--- src/rtl/decoder_stream.sv ---
// rtl/decoder_stream.sv - one-hot/thermometer code decoder with 2-entry result buffer and error counter
module decoder_stream #(
    parameter int IN_W    = 3,
    parameter int NUM_OUT = 8,
    parameter int CNT_W   = 8
) (
    input  logic               clock,
    input  logic               rst_n,
    input  logic               in_valid,
    output logic               in_ready,
    input  logic [IN_W-1:0]    in_code,
    input  logic               in_mode,
    output logic               out_valid,
    input  logic               out_ready,
    output logic [NUM_OUT-1:0] out_lines,
    output logic               out_err,
    input  logic               clr_cnt,
    output logic [CNT_W-1:0]   err_cnt
);

    // Entry layout: {err, lines}
    localparam int EW = NUM_OUT + 1;

    logic [1:0]    count, count_nxt;
    logic [EW-1:0] head, head_nxt;
    logic [EW-1:0] tail, tail_nxt;
    logic [EW-1:0] dec_entry;
    logic [31:0]   code_w;
    logic          dec_err;
    logic          push, pop;

    assign code_w = 32'(in_code);
    assign push   = in_valid && in_ready;
    assign pop    = out_valid && out_ready;

    always_comb begin
        dec_err   = (code_w >= 32'(NUM_OUT));
        dec_entry = '0;
        dec_entry[NUM_OUT] = dec_err;
        for (int i = 0; i < NUM_OUT; i++) begin
            dec_entry[i] = !dec_err &&
                           (in_mode ? (32'(i) <= code_w) : (32'(i) == code_w));
        end
    end

    // State register: occupancy, entries, and a registered in_ready
    always_ff @(posedge clock or negedge rst_n) begin
        if (!rst_n) begin
            count    <= 2'd0;
            head     <= '0;
            tail     <= '0;
            in_ready <= 1'b0;
        end else begin
            count    <= count_nxt;
            head     <= head_nxt;
            tail     <= tail_nxt;
            in_ready <= (count_nxt != 2'd2);
        end
    end

    always_comb begin
        count_nxt = count;
        head_nxt  = head;
        tail_nxt  = tail;
        case (count)
            2'd0: begin
                if (push) begin
                    head_nxt  = dec_entry;
                    count_nxt = 2'd1;
                end
            end
            2'd1: begin
                case ({push, pop})
                    2'b10: begin
                        tail_nxt  = dec_entry;
                        count_nxt = 2'd2;
                    end
                    2'b01: count_nxt = 2'd0;
                    2'b11: head_nxt  = dec_entry;
                    default: ;
                endcase
            end
            default: begin
                // Full: in_ready is low, so only a pop can happen here
                if (pop) begin
                    head_nxt  = tail;
                    count_nxt = 2'd1;
                end
            end
        endcase
    end

    always_comb begin
        out_valid = (count != 2'd0);
        out_lines = head[NUM_OUT-1:0];
        out_err   = head[NUM_OUT];
    end

    always_ff @(posedge clock or negedge rst_n) begin
        if (!rst_n) begin
            err_cnt <= '0;
        end else if (clr_cnt) begin
            err_cnt <= '0;
        end else if (push && dec_err && !(&err_cnt)) begin
            err_cnt <= err_cnt + 1'b1;
        end
    end

endmodule
--- config.mk ---
export PLATFORM = sky130hd
export DESIGN_NAME = decoder_stream
export DESIGN_NICKNAME = d
export VERILOG_FILES = /design/src/rtl/decoder_stream.sv
export SDC_FILE = /design/constraint.sdc
export NUM_CORES = 1
export LEC_CHECK = 0
export CAP_MARGIN = 20
export CORE_MARGIN = 10
export CORE_UTILIZATION = 29
export CTS_BUF_LIST = sky130_fd_sc_hd__clkbuf_4 sky130_fd_sc_hd__clkbuf_8
export CTS_CLUSTER_DIAMETER = 150
export DETAILED_ROUTE_END_ITERATION = 7
export MAX_ROUTING_LAYER = met4
export PLACE_DENSITY = 0.52
export REMOVE_ABC_BUFFERS = 1
export SLEW_MARGIN = 20
export SYNTH_ARGS = -nofsm -noshare
export SYNTH_HDL_FRONTEND = slang
export SYNTH_SLANG_ARGS = --single-unit
--- constraint.sdc ---
create_clock -name clock -period 1.5 [get_ports clock]
set_input_delay 0.3 -clock clock [delete_from_list [all_inputs] [get_ports clock]]
set_output_delay 0.3 -clock clock [all_outputs]
set_load 0.02 [all_outputs]
==> impl_metrics.env <==
export IMPL_yosysTopAreaCell="dfrtp_1"
export IMPL_cts_max_path_buffers=2
export IMPL_wirelength_mm=2.91
export IMPL_n_antenna_cell=0
export IMPL_startpoint="in_valid"
export IMPL_netlist_area_leader_share_pct=53.7
export IMPL_fp_coreArea_um2=4090
export IMPL_skew_ns=0.00255
export IMPL_rows=23
export IMPL_hp_class="input pin to async pin"
export IMPL_critPathCaptureType="flop"
export IMPL_first_iter_violations=57
export IMPL_final_common_cell="dfrtp_1"
export IMPL_antenna_left=0
export IMPL_finalSetupViolations=0
export IMPL_final_cell_mix="dfrtp_1, dlygate4sd2_1, buf_4, nor2b_1"
export IMPL_seq_area_frac_synth_pct=53.7
export IMPL_cap_violations=0
export IMPL_cts_buffers=3
export IMPL_rsz0062_at_grt="false"
export IMPL_yosys_cell_types_count=35
export IMPL_final_hold_viol_count=0
export IMPL_grt_max_degree=33
export IMPL_die_area_um2=7380
export IMPL_stdcell_area_um2=1730
export IMPL_numPortBuffers=26
export IMPL_cts_sinks=27
export IMPL_period_minus_slack_ns=1.45
export IMPL_vdd_drop_max_uv=545
export IMPL_grt_pass1_wl_mm=4.86
export IMPL_syn_avg_cell_area_um2=10.9
export IMPL_fin_crit_sh_pct=96.5
export IMPL_reg2reg_from="count[1]"
export IMPL_p_leak_nw=0.838
export IMPL_wl_per_cell_um=14.1
export IMPL_power_density_nw_per_um2=1300
export IMPL_ff_latch_area_um2=676
export IMPL_die_y_um=85.9
export IMPL_timing_final_ws_setup_ns=0.0518
export IMPL_htreeDepth=1
export IMPL_drc=0
export IMPL_ctsRootBufferMaster="clkbuf_8"
export IMPL_cts_tree="built"
export IMPL_dp_hpwl_mm=2.13
export IMPL_place_area_um2=1680
export IMPL_io_pins=28
export IMPL_crit_arrival_ns=1.60
export IMPL_preCtsSetupSlack_ns=-0.214
export IMPL_antenna_found_initial=0
export IMPL_first_global_vias=1027
export IMPL_worst_path_max_fanout=8
export IMPL_yosys_warnings=0
export IMPL_area_growth_pct=37.2
export IMPL_overflow=0
export IMPL_outcome="complete, no violations"
export IMPL_syn_area_um2=1260
export IMPL_viasPerCell=4.78
export IMPL_slew_violations=0
export IMPL_finalPower_mw=2.24
export IMPL_r2r_setup_slack_ns=0.09
export IMPL_synth_seq_cells=27
export IMPL_multi_input_area_um2=546
export IMPL_critPathKind="input pin to flop"
export IMPL_die_w_um=85.9
export IMPL_startpoint_type="input pin"
export IMPL_fmax_mhz=691
export IMPL_clk_latency_ns=0.27
export IMPL_drive_above_1_share_pct=18.5
export IMPL_synthTopCellsByArea="dfrtp_1, mux2_1, nor2b_1"
export IMPL_place_gp_congestion=0.819
export IMPL_num_fill_cells=394
export IMPL_synth_cells=115
export IMPL_final_nets=167
export IMPL_initial_core_util_pct=30.8
export IMPL_clk_pin_slew_ns=0.09
export IMPL_track_usage_pct=8.13
export IMPL_vias=989
export IMPL_first_pass_iters=4
export IMPL_crit_required_ns=1.66
==> cell type report <==
class                   instances  share of cell area [%]
flip-flops and latches         27                    39.1
multi-input cells              78                    31.6
repair buffers                 44                    22.1
well taps                      50                    3.62
clock buffers                   3                    2.39
inverters                       4                   0.870
clock inverters                 1                   0.290
==> report_power, final <==
part	switching (mW)	internal, mW
Clock	0.217	0.186
Sequential	0.102	0.922
Combinational	0.452	0.362
Total	0.771	1.47
==> through the flow <==
step | hold slack [ns] | instances | utilization, % | setup TNS, ns
6_report | 0.398 | 207 | 42.3 | 0
5_1_grt | 0.424 | 207 | 42.3 | 0
4_1_cts | 0.414 | 205 | 41.8 | 0
3_5_place_dp | 0.473 | 201 | 41.2 | -2.66
3_3_place_gp | 0.470 | 201 | 41.2 | -2.22
2_1_floorplan | 0.00441 | 108 | - | -1.26
==> cells by family after synthesis <==
logic type	after synthesis	synth area share, %
other cells	1	0.298
simple gates	33	15.3
compound gates	35	19.6
mux	8	6.96
buf+inv	11	4.17
flops	27	53.7
==> path summary, 6_finish.rpt <==
path | endpoint | cells after the start
min | head[6] | 2
min in group clock | head[5] | 1
max | head[3] | 4
min reg2reg | head[5] | 1
max reg2reg | head[3] | 4
max in group asynchronous | tail[3] | 2
==> worst max-delay path, stage by stage <==
cell	delay (ns)
clkdlybuf4s50_1	0.52
a21o_1	0.27
o21ai_4	0.15
mux2_1	0.36
==> routing by layer <==
layer / track usage (%) / part of all wire [%]
met3: 3.31 / 6.2
met2: 12.2 / 46
met4: 0.449 / 0
met5: - / 0
met1: 10.4 / 48
==> flip-flops by register name, summed over array words and instances (netlist names) <==
name	cells
tail	8
count	2
err_cnt	8
head	8
in_ready	1
==> what timing repair did <==
action	CTS	global route
endpoints found under the hold margin	0	0
hold buffers	0	0
buffers inserted	0	1
setup endpoints to repair	18	3
cloned	0	1
resized for setup	19	1
==> cell usage after synthesis <==
| cell type | instances |
|---|---|
| conb_1 | 1 |
| a21bo_1 | 1 |
| nand3b_1 | 1 |
| o2bb2ai_1 | 1 |
| o31ai_1 | 6 |
| mux2_1 | 6 |
| o221ai_1 | 1 |
| and2_1 | 1 |
| nor2b_2 | 1 |
| mux2i_1 | 2 |
| o21ai_1 | 9 |
| nor2b_1 | 10 |
| o21bai_1 | 1 |
| inv_2 | 1 |
| or3b_1 | 1 |
| nand3_1 | 2 |
| nor3_1 | 2 |
| o21ba_2 | 1 |
| o21ai_4 | 1 |
| a31oi_1 | 3 |
| a211o_1 | 2 |
| a21oi_1 | 3 |
| o41ai_1 | 3 |
| dfrtp_1 | 27 |
| nand2_1 | 9 |
| clkbuf_4 | 1 |
| nor2_1 | 4 |
| nand2b_1 | 1 |
| nand4b_4 | 1 |
| clkbuf_1 | 2 |
| buf_2 | 3 |
| buf_4 | 1 |
| a21o_1 | 1 |
| o21ai_0 | 2 |
| inv_1 | 3 |
No activity file was read; power rests on OpenSTA's default activity.
